==> src/rtl/machine_timer_unit_pkg.sv <==
// Shared types and constants for the machine timer (mtime/mtimecmp) unit.
package TimerTypes;

    localparam int unsigned TIMER_REG_ADDR_WIDTH = 3;

    typedef logic [TIMER_REG_ADDR_WIDTH-1:0] TimerRegAddrPath;
    typedef logic [63:0]                     TimerCountPath;

    // Word offsets on the register port; 6 and 7 are unmapped.
    typedef enum logic [TIMER_REG_ADDR_WIDTH-1:0] {
        TIMER_REG_MTIME_LO    = 3'd0,
        TIMER_REG_MTIME_HI    = 3'd1,
        TIMER_REG_CMP_LO      = 3'd2,
        TIMER_REG_CMP_HI      = 3'd3,
        TIMER_REG_CTRL        = 3'd4,
        TIMER_REG_HI_SNAPSHOT = 3'd5
    } TimerRegAddr;

    localparam int unsigned   TIMER_CTRL_ENABLE_BIT = 0;
    localparam TimerCountPath TIMER_CMP_RESET_VALUE = '1;

endpackage

==> src/rtl/machine_timer_unit_prescaler.sv <==
// Prescaler: divides the core clock by PRESCALE_DIV into a one-cycle mtime tick.
module timer_prescaler #(
    parameter int unsigned PRESCALE_DIV = 1
) (
    input  logic clk,
    input  logic rst,
    input  logic enable,
    input  logic clear,
    output logic tick
);

    localparam int unsigned CW = (PRESCALE_DIV > 1) ? $clog2(PRESCALE_DIV) : 1;

    logic [CW-1:0] count;

    assign tick = enable && (count == CW'(PRESCALE_DIV - 1));

    always_ff @(posedge clk or negedge rst) begin
        if (!rst) begin
            count <= '0;
        end else if (clear) begin
            count <= '0;
        end else if (enable) begin
            count <= tick ? '0 : count + CW'(1);
        end
    end

endmodule

==> src/rtl/machine_timer_unit.sv <==
// RISC-V machine timer: register port, prescaled 64-bit mtime, mtimecmp compare.
module machine_timer_unit
    import TimerTypes::*;
#(
    parameter int unsigned PRESCALE_DIV         = 1,
    parameter int unsigned TIMER_ADDR_BIT_WIDTH = 3
) (
    input  logic                            clk,
    input  logic                            rst,
    input  logic                            reqValid,
    input  logic                            reqWE,
    input  logic [TIMER_ADDR_BIT_WIDTH-1:0] reqAddr,
    input  logic [31:0]                     reqWriteData,
    output logic                            respValid,
    output logic [31:0]                     respReadData,
    output logic                            reqTimerInterrupt,
    output logic [63:0]                     mtimeOut
);

    TimerCountPath mtime;
    TimerCountPath mtime_next;
    TimerCountPath mtimecmp;
    logic          ctrl_enable;
    logic [31:0]   snapshot;
    logic [31:0]   read_mux;
    logic          tick;

    logic sel_mtime_lo, sel_mtime_hi, sel_cmp_lo, sel_cmp_hi, sel_ctrl, sel_snapshot;
    logic wr, rd;

    assign sel_mtime_lo = (reqAddr == TIMER_ADDR_BIT_WIDTH'(TIMER_REG_MTIME_LO));
    assign sel_mtime_hi = (reqAddr == TIMER_ADDR_BIT_WIDTH'(TIMER_REG_MTIME_HI));
    assign sel_cmp_lo   = (reqAddr == TIMER_ADDR_BIT_WIDTH'(TIMER_REG_CMP_LO));
    assign sel_cmp_hi   = (reqAddr == TIMER_ADDR_BIT_WIDTH'(TIMER_REG_CMP_HI));
    assign sel_ctrl     = (reqAddr == TIMER_ADDR_BIT_WIDTH'(TIMER_REG_CTRL));
    assign sel_snapshot = (reqAddr == TIMER_ADDR_BIT_WIDTH'(TIMER_REG_HI_SNAPSHOT));

    assign wr = reqValid && reqWE;
    assign rd = reqValid && !reqWE;

    timer_prescaler #(
        .PRESCALE_DIV(PRESCALE_DIV)
    ) u_prescaler (
        .clk   (clk),
        .rst   (rst),
        .enable(ctrl_enable),
        .clear (wr && (sel_mtime_lo || sel_mtime_hi)),
        .tick  (tick)
    );

    // Software writes take priority over the tick so a written value is never bumped.
    always_comb begin
        mtime_next = mtime;
        if (wr && sel_mtime_lo) begin
            mtime_next = {mtime[63:32], reqWriteData};
        end else if (wr && sel_mtime_hi) begin
            mtime_next = {reqWriteData, mtime[31:0]};
        end else if (tick) begin
            mtime_next = mtime + 64'd1;
        end
    end

    always_comb begin
        read_mux = '0;
        if (sel_mtime_lo) read_mux = mtime[31:0];
        if (sel_mtime_hi) read_mux = mtime[63:32];
        if (sel_cmp_lo)   read_mux = mtimecmp[31:0];
        if (sel_cmp_hi)   read_mux = mtimecmp[63:32];
        if (sel_ctrl)     read_mux = {31'd0, ctrl_enable};
        if (sel_snapshot) read_mux = snapshot;
    end

    always_ff @(posedge clk or negedge rst) begin
        if (!rst) begin
            mtime       <= '0;
            mtimecmp    <= TIMER_CMP_RESET_VALUE;
            ctrl_enable <= 1'b1;
        end else begin
            mtime <= mtime_next;
            if (wr && sel_cmp_lo) mtimecmp[31:0]  <= reqWriteData;
            if (wr && sel_cmp_hi) mtimecmp[63:32] <= reqWriteData;
            if (wr && sel_ctrl)   ctrl_enable     <= reqWriteData[TIMER_CTRL_ENABLE_BIT];
        end
    end

    // Reading mtime_lo latches the high half so a later snapshot read is torn-free.
    always_ff @(posedge clk or negedge rst) begin
        if (!rst) begin
            snapshot     <= '0;
            respValid    <= 1'b0;
            respReadData <= '0;
        end else begin
            respValid <= reqValid;
            if (reqValid) begin
                respReadData <= reqWE ? '0 : read_mux;
            end
            if (rd && sel_mtime_lo) begin
                snapshot <= mtime[63:32];
            end
        end
    end

    always_ff @(posedge clk or negedge rst) begin
        if (!rst) begin
            reqTimerInterrupt <= 1'b0;
        end else begin
            reqTimerInterrupt <= (mtime >= mtimecmp);
        end
    end

    assign mtimeOut = mtime;

endmodule

==> config.mk <==
export PLATFORM = sky130hd
export DESIGN_NAME = machine_timer_unit
export DESIGN_NICKNAME = d
export VERILOG_FILES = /design/src/rtl/machine_timer_unit_pkg.sv /design/src/rtl/machine_timer_unit_prescaler.sv /design/src/rtl/machine_timer_unit.sv
export SDC_FILE = /design/constraint.sdc
export NUM_CORES = 1
export LEC_CHECK = 0
export ABC_AREA = 1
export CAP_MARGIN = 25
export CORE_AREA = 2 2 170 172
export CTS_BUF_LIST = sky130_fd_sc_hd__clkbuf_4 sky130_fd_sc_hd__clkbuf_8
export DETAILED_ROUTE_END_ITERATION = 6
export DIE_AREA = 0 0 172 174
export PLACE_DENSITY_LB_ADDON = 0.08
export SLEW_MARGIN = 20
export SYNTH_ARGS = -nofsm -noshare
export SYNTH_HDL_FRONTEND = slang
export SYNTH_SLANG_ARGS = --single-unit
export TNS_END_PERCENT = 5
==> constraint.sdc <==
create_clock -name clk -period 1.7 [get_ports clk]
set_input_delay 0.255 -clock clk [delete_from_list [all_inputs] [get_ports clk]]
set_output_delay 0.255 -clock clk [all_outputs]
set_load 0.03 [all_outputs]
# Yosys cells after proc, flatten, opt, wreduce, memory -nomap -nowiden
# Cells that the tools add are included.
# totals
regBits,196
in_bits,39
out_inout_bits,98
elab_cells,52
# classes
add_sub_neg,2
order_cmp,1
n_eq_ne,6
muxes,13
bitwise,2
n_reduce_logical,18
# ops
operator,n
2-to-1 mux 32 bit,8
2-to-1 mux 64 bit,2
"adder 64 x 1 -> 64 bit, second input constant",1
greater-or-equal comparator 64 bit,1
logical AND 1 bit,10
"equality test 3 x 2 -> 1 bit, second input constant",2
"equality test 3 bit, second input constant",2
nonzero test 2 bit,3
AND reduction 2 bit,2
"equality test 3 x 1 -> 1 bit, second input constant",1
logical NOT 3 bit,1
2-to-1 mux 1 bit,3
"!= test 2 bit, second input constant",1
inverter 1 bit,2
"adder 1 bit, second input constant",1
logical NOT 1 bit,1
logical OR 1 bit,1

# Depth between registers and ports, before layout
# Gate-level depths: netlist of run 1.
# logic_depth
depth_word,8
mapped_depth,15
depth_no_buf,15

# Hierarchy
# From an unflattened synthesis of run 1, not the netlist that was laid out.
# hier_totals
cells_unflattened,1812
hier_area_um2,12703.4
# modules_own_cells
mod,n_inst,cells_each,area_each_um2,seq_area_each_um2
machine_timer_unit,1,1807,12660.9,4961.0
timer_prescaler,1,5,42.5,25.0

# Least setup slack after synthesis of run 1
# OpenSTA, ideal clock, no wires.
# synth_path
kind,flip-flop to flip-flop
from,register mtime[1] (netlist: mtimeOut[1])
to,register mtime[40] (netlist: mtimeOut[40])
setup_ns,0.117
arrival_ns,1.823
required_time_ns,1.583
path_slack_ns,-0.240
stages_incl_launch_ff,13
path_buffers,0
synth_period_minus_slack_ns,1.940
cell_sequence,dfrtp_1 -> ha_1 -> nand3_1 -> inv_1 -> nand2_1 -> nor2_4 -> nand2_1 -> nor2_1 -> nand2_1 -> nand2_1 -> nand3_1 -> nand2_1 -> nand2_1
# synth_via
elab_chain_len,3
# synth_lines
element,line,text
start: declaration,machine_timer_unit.sv:20,TimerCountPath mtime;
start signal: assignment,machine_timer_unit.sv:79,mtime <= mtime_next;
adder 64 x 1 -> 64 bit,machine_timer_unit.sv:59,mtime_next = mtime + 64'd1;
2-to-1 mux 64 bit,machine_timer_unit.sv:58,end else if (tick) begin
2-to-1 mux 64 bit,machine_timer_unit.sv:56,end else if (wr && sel_mtime_hi) begin
# No other way between the ends. The select of a mux whose other input is x is not followed.
# A chain may end at the register's enable or synchronous reset.

# Worst setup path after layout of run 1
# layout_path
from,register mtimecmp[50]
to,register reqTimerInterrupt
# layout_via
elab_chain_len,1
# layout_lines
element,line,text
start: declaration,machine_timer_unit.sv:22,TimerCountPath mtimecmp;
start signal: assignment,machine_timer_unit.sv:81,if (wr && sel_cmp_hi) mtimecmp[63:32] <= reqWriteData;
greater-or-equal comparator 64 bit,machine_timer_unit.sv:107,reqTimerInterrupt <= (mtime >= mtimecmp);
end signal: assignment,machine_timer_unit.sv:107,
end: declaration,machine_timer_unit.sv:16,"output logic reqTimerInterrupt,"
# No other way between the ends.

==> results of run 1 <==
## through the flow
| step | setup slack [ns] | cell area, µm² | total power [mW] |
|---|---|---|---|
| 2_1_floorplan | -0.00521 | 13100 | 13.0 |
| 6_report | -0.202 | 19300 | 24.8 |
| 3_5_place_dp | -0.446 | 17600 | 19.3 |
| 3_3_place_gp | -0.465 | 17600 | 19.1 |
| 5_1_grt | -0.275 | 19300 | 26.2 |
| 4_1_cts | -0.259 | 18400 | 22.9 |
## final cells by class
| class | count | area [µm²] |
|---|---|---|
| Timing Repair Buffer | 514 | 4610 |
| Tap cell | 384 | 480 |
| Clock inverter | 14 | 175 |
| Sequential cell | 196 | 5030 |
| Clock buffer | 18 | 248 |
| Fill cell | 2481 | 8940 |
| Inverter | 214 | 815 |
| Multi-Input combinational cell | 1447 | 7940 |
## Yosys cell counts (4+ instances only)
cell | n | share of area (%)
nor3_1 | 17 | 0.65
o21ai_0 | 145 | 5.6
a31oi_1 | 4 | 0.19
nand2_2 | 5 | 0.24
nor2_1 | 185 | 5.3
nand3_1 | 126 | 4.8
clkbuf_1 | 34 | 0.98
buf_2 | 24 | 0.92
inv_1 | 202 | 5.8
ha_1 | 65 | 6.2
or2_2 | 4 | 0.19
o21ai_1 | 34 | 1.3
a21oi_1 | 125 | 4.8
nand4_1 | 23 | 1.1
dfrtp_1 | 131 | 25
a22oi_1 | 8 | 0.46
dfstp_2 | 65 | 13
buf_4 | 6 | 0.35
inv_2 | 10 | 0.29
o211ai_1 | 5 | 0.29
nor2_2 | 4 | 0.19
nand2_1 | 662 | 19
## power groups by stage
stage / Combinational (mW) / Clock [mW] / Sequential [mW]
4_1_cts: 12.2 / 3.42 / 7.24
2_1_floorplan: 4.45 / 0 / 8.52
3_3_place_gp: 11.8 / 0 / 7.28
3_5_place_dp: 12.0 / 0 / 7.30
6_report: 14.0 / 3.38 / 7.38
5_1_grt: 15.1 / 3.59 / 7.51
## timing repair
action,CTS,global route
buffers inserted,8,19
gates resized for setup,330,205
endpoints found under the setup margin,149,96
hold buffers,1,0
pin swaps,8,48
gates cloned,0,0
hold endpoints to repair,32,0
## registers in the layout, summed over array words and instances (netlist names)
name / cells
mtimecmp: 64
u_prescaler.count: 1
reqTimerInterrupt: 1
mtimeOut: 64
ctrl_enable: 1
respReadData: 32
respValid: 1
snapshot: 32
## final timing paths
kind / depth (start not counted) / slack, ns / from / end
setup reg to reg: 10 / -0.20 / mtimecmp[50] / reqTimerInterrupt
setup / recovery: 10 / -0.20 / mtimecmp[50] / reqTimerInterrupt
min in group clk: 3 / 0.34 / reqWriteData[13] / mtimeOut[13]
max in group asynchronous: 3 / 0.78 / rst / mtimecmp[16]
hold / removal: 2 / 0.26 / rst / respReadData[2]
hold reg to reg: 2 / 0.48 / respReadData[30] / respReadData[30]
## kinds of logic (layout without fill, tap and decap cells)
kind of cell / Yosys count / after routing / share of synthesized area [%]
XOR/XNOR: 2 / 2 / 0.134
multiplexers: 1 / 1 / 0.0863
buffers and inverters: 283 / 760 / 8.76
AO/OA/AOI/OAI: 333 / 333 / 13.4
AND/OR/NAND/NOR: 1046 / 1046 / 33.2
flip-flops: 196 / 196 / 38.2
adder cells (fa/ha/maj): 65 / 65 / 6.23
## worst reg2reg max path: stages (launching register included)
cell and delay, ns:
dfstp_2 0.55, inv_1 0.08, ha_4 0.28, nand2_4 0.06, nor2_4 0.14, nand2_2 0.09
nor3_2 0.16, buf_4 0.16, and3_4 0.19, nand2_1 0.06, nand3_2 0.07
## metal layers
layer  up-vias  wire [µm]  global-route usage (%)
li1       7132          -                       -
met1      7267      23600                    49.7
met2       709      25300                    57.4
met3       112       4490                    8.04
met4         0       1850                    13.2
met5         -          0                       0
==> results_dict.tcl, run 1 <==
set metrics [dict create \
    status "finished, violations left" \
    violations "negative setup slack" \
    n_antenna_cell 0 \
    finalSetupTns_ns -3.71 \
    grt_max_degree 45 \
    setup_violations 60 \
    dp_cells 2731 \
    clock_latency_ns 0.52 \
    die_x_um 172 \
    slowest_delay_ns 0.55 \
    cts_buffers 17 \
    finClkSkew_ns 0.0135 \
    finalCritPeriodShare_pct 112 \
    final_layout_size_suffix_gt1_share_pct 33.5 \
    peakVddDrop_mv 0.906 \
    cellLeakagePower_nw 9.35 \
    end_kind "flop" \
    clk_pin_slew_ns 0.11 \
    fp.dieH_um 174 \
    syn_to_final_growth_pct 47.9 \
    stdcell_count 2787 \
    grt_overflow 0 \
    htree_num_levels 4 \
    synth_area_per_cell_um2 6.77 \
    nNetsFinal 2494 \
    required_ns 2.16 \
    dieArea_mm2 0.0299 \
    p_switching_mw 11.1 \
    root_buffer "clkbuf_8" \
    start_util_pct 46.2 \
    period_needed_ns 1.90 \
    p_int_mw 13.7 \
    maxSlewHeadroom_pct 66.5 \
    grt_usage_pct 36.6 \
    slew_violations 0 \
    grt_pass1_vias 14500 \
    fmax_mhz 526 \
    worstMarginPinSlew_ns 0.503 \
    final_cell_mix "nand2_1, buf_4, inv_1, o21ai_0, nand3_1" \
    worstPathMaxFanout 3 \
    yosys_warnings 0 \
    initialDrtViolationCount 1436 \
    num_vias 15200 \
    port-buffer-count 136 \
    comb_power_share_pct 56.5 \
    crit_slowest_cell "dfstp_2" \
    critical_path_buf_inv_count 2 \
    wl_per_cell_um 19.8 \
    p_seq_share_pct 29.8 \
    cts_buffer_depth 2 \
    ys_seq_elements 196 \
    synth_edf_count 0 \
    netlist_instances 1926 \
    ys_types 43 \
    dp_hpwl_um 42900 \
    final_common_cell "nand2_1" \
    drc_errors 0 \
    synthesis.nets 2030 \
    critical_path_class "reg2reg" \
    path_cells "inv_1 > ha_4 > nand2_4 > nor2_4 > nand2_2 > nor3_2 > buf_4 > and3_4 > nand2_1 > nand3_2" \
    utilization_pct 68.3 \
    crit_family "simple AND/OR/NAND/NOR gates" \
    vias_per_cell 5.46 \
    async_reset_ff_share_pct 100 \
    drtAntennaViolNets 0 \
    routed_wl_um 55200 \
    grt_pass1_wl_um 81600 \
    min_path_type "in2async" \
    clkPwrFrac_pct 13.7 \
    cp-start-kind "flop" \
    hold_violations 0 \
    synthFlopType "dfrtp_1" \
    design.core.area_mm2 0.0282 \
    antenna_found_initial 1 \
    io_pins 137 \
    cts.sinks 196 \
    syn-cell-area_mm2 0.0130 \
    yosysSeqAreaShare_pct 38.2 \
    arrival_ns 2.36 \
    grt_setup_unrepaired "yes" \
    cts_tree "yes" \
    timing.final.ws_setup_ns -0.202 \
    gp_congestion 1.02 \
    holdWs_ns 0.257 \
    drv_cap 0 \
    p_sw_share_pct 44.9 \
    dr.pass1.iters 6 \
    rows 62 \
    power_density_mw_per_mm2 1280 \
]
No activity file was read; power rests on OpenSTA's default activity.
==> inputs of run 2 (changes only) <==
--- a/config.mk
+++ b/config.mk
@@ -8,9 +8,10 @@
 export ABC_AREA = 1
 export CAP_MARGIN = 25
 export CORE_AREA = 2 2 170 172
-export CTS_BUF_LIST = sky130_fd_sc_hd__clkbuf_4 sky130_fd_sc_hd__clkbuf_8
+export CTS_BUF_LIST = sky130_fd_sc_hd__clkbuf_8
 export DETAILED_ROUTE_END_ITERATION = 6
 export DIE_AREA = 0 0 172 174
+export GPL_TIMING_DRIVEN = 1
 export PLACE_DENSITY_LB_ADDON = 0.08
 export SLEW_MARGIN = 20
 export SYNTH_ARGS = -nofsm -noshare
==> results of run 2 <==
The final DEF is identical to that of run 1; final timing and power are the same.
==> inputs of run 3 (changes only) <==
--- a/config.mk
+++ b/config.mk
@@ -8,11 +8,11 @@
 export ABC_AREA = 1
 export CAP_MARGIN = 25
 export CORE_AREA = 2 2 170 172
-export CTS_BUF_LIST = sky130_fd_sc_hd__clkbuf_8
 export DETAILED_ROUTE_END_ITERATION = 6
 export DIE_AREA = 0 0 172 174
 export GPL_TIMING_DRIVEN = 1
 export PLACE_DENSITY_LB_ADDON = 0.08
+export SKIP_LAST_GASP = 1
 export SLEW_MARGIN = 20
 export SYNTH_ARGS = -nofsm -noshare
 export SYNTH_HDL_FRONTEND = slang
==> run 3 against run 2 <==
The flow still finishes with violations (negative setup slack). Global-route usage hardly changed. Sequential share of layout area increased by 0.33 points. Via count about the same. Die area unchanged. Setup slack got worse by 0.075 ns. Routed wire length shrank 0.67%. Cell area decreased by 1.2%. Non-clock buffer count rose by 13. Critical path type is now reg2out. Critical endpoint is now mtimeOut[26]. Largest cell class unchanged. Highest routed layer unchanged.
==> results_dict.tcl, run 3 (synthesis results as in run 1) <==
set metrics [dict create \
    grt_use_met2_pct 57.5 \
    syn_to_final_growth_pct 46.1 \
    clkPwrFrac_pct 17.4 \
    p_switching_mw 10.9 \
    worstPathMaxFanout 5 \
    status "finished, violations left" \
    period_needed_ns 1.98 \
    finalCritPeriodShare_pct 116 \
    reg2reg_slack_ns -0.23 \
    critical_path_class "reg2out" \
    min_path_type "in2async" \
    drc_errors 0 \
    path_cells "buf_4 > clkdlybuf4s50_1" \
    reg2reg_depth 13 \
    final_common_cell "nand2_1" \
    n_antenna_cell 0 \
    grt_usage_pct 36.6 \
    grt_pass1_wl_um 81500 \
    p_seq_share_pct 29.1 \
    dpl-instance-area_mm2 0.0176 \
    cts.sinks 196 \
    root_buffer "clkbuf_16" \
    crit_slowest_cell "clkdlybuf4s50_1" \
    p_int_mw 14.3 \
    gp_congestion 1.02 \
    slew_violations 0 \
    peakVddDrop_mv 0.988 \
    cellLeakagePower_nw 9.26 \
    grt_pass1_vias 14400 \
    final_cell_area_mm2 0.0191 \
    holdWs_ns 0.324 \
    cts_buffer_depth 2 \
    start_util_pct 46.2 \
    met1_usage_pct 49.4 \
    dieArea_mm2 0.0299 \
    grt_max_degree 45 \
    arrival_ns 1.72 \
    setup_violations 123 \
    grt_use_met3_pct 7.86 \
    p_total_mw 25.1 \
    drv_cap 0 \
    cts_buffers 17 \
    drtAntennaViolNets 0 \
    grt_overflow 0 \
    initialDrtViolationCount 1469 \
    clock_latency_ns 0.46 \
    multi_input_area_mm2 0.00751 \
    worstMarginPinSlew_ns 0.512 \
    cp-start-kind "flop" \
    design.core.area_mm2 0.0282 \
    rr_endpoint "reqTimerInterrupt" \
    comb_power_share_pct 53.5 \
    final_cell_mix "nand2_1, buf_4, inv_1, o21ai_0, nor2_1" \
    hold_violations 0 \
    nNetsFinal 2507 \
    seq_area_mm2 0.00503 \
    die_x_um 172 \
    cts_tree "yes" \
    p_sw_share_pct 43.2 \
    io_pins 137 \
    finalSetupTns_ns -11.76 \
    finClkSkew_ns 0.0102 \
    vias_per_cell 5.44 \
    violations "negative setup slack" \
    power_density_mw_per_mm2 1320 \
    rows 62 \
    dp_hpwl_um 42900 \
    wl_per_cell_um 19.6 \
    clk_pin_slew_ns 0.07 \
    routed_wl_um 54900 \
    maxSlewHeadroom_pct 65.9 \
    top_usage_layer "met2" \
    port-buffer-count 136 \
    slowest_delay_ns 0.67 \
    htree_num_levels 4 \
    reg2reg_from "mtimeOut[15]" \
    dr.pass1.iters 5 \
    end_kind "output pin" \
    grt_setup_unrepaired "yes" \
    fmax_mhz 506 \
    timing.final.ws_setup_ns -0.277 \
    antenna_found_initial 0 \
    required_ns 1.44 \
    num-fill-cells 2507 \
    fp.dieH_um 174 \
    num_vias 15200 \
    final_layout_size_suffix_gt1_share_pct 28.8 \
]
-- run 3: per-layer routing --
metal  up-vias  wire length [µm]
met5         -                 0
met2       729             25100
li1       7148                 -
met4         0              1730
met1      7258             23400
met3        95              4580
-- run 3: repair_timing --
item	in CTS	in global routing
pin swaps	1	34
hold buffers	1	0
hold endpoints to repair	20	0
setup endpoints to repair	149	160
buffers inserted	3	34
resized for setup	87	166
-- run 3: worst max path at each step --
stage	from	to	slack, ns	cells after the start
after floorplan	mtimeOut[25]	mtimeOut[34]	-0.005	9
after global placement	mtimeOut[39]	mtimeOut[60]	-0.47	12
after detailed placement	mtimeOut[39]	mtimeOut[60]	-0.45	12
after CTS	mtimeOut[16]	mtimeOut[16]	-0.26	2
after global routing	mtimeOut[29]	mtimeOut[59]	-0.31	12
final	mtimeOut[26]	mtimeOut[26]	-0.28	2
-- run 3: cell type report --
type	count	share of cell area, %
Clock buffer	18	2.30
Sequential cell	196	26.4
Tap cell	384	2.52
Inverter	214	4.24
Clock inverter	14	0.919
Timing Repair Buffer	527	24.2
Multi-Input combinational cell	1447	39.4
-- run 3: through the flow --
stage               util (%)  std cells  setup WS [ns]
detailed placement      62.4       2731         -0.446
floorplan                  -       1926       -0.00521
CTS                     64.7       2767         -0.264
global route            67.5       2800         -0.305
finish                  67.5       2800         -0.277
global placement        62.4       2731         -0.465
-- run 3: power by group through the flow --
stage	clock network, mW	registers [mW]	logic, mW
after floorplan	0	8.52	4.45
after global placement	0	7.28	11.8
final	4.38	7.30	13.4
after CTS	4.41	7.25	12.0
after detailed placement	0	7.30	12.0
after global routing	4.58	7.43	14.5
-- run 3: critical path, delay by kind of cell (launching register included) --
| kind | cells | cell delay, ns |
|---|---|---|
| buffers and inverters | 2 | 0.85 |
| flip-flops | 1 | 0.41 |
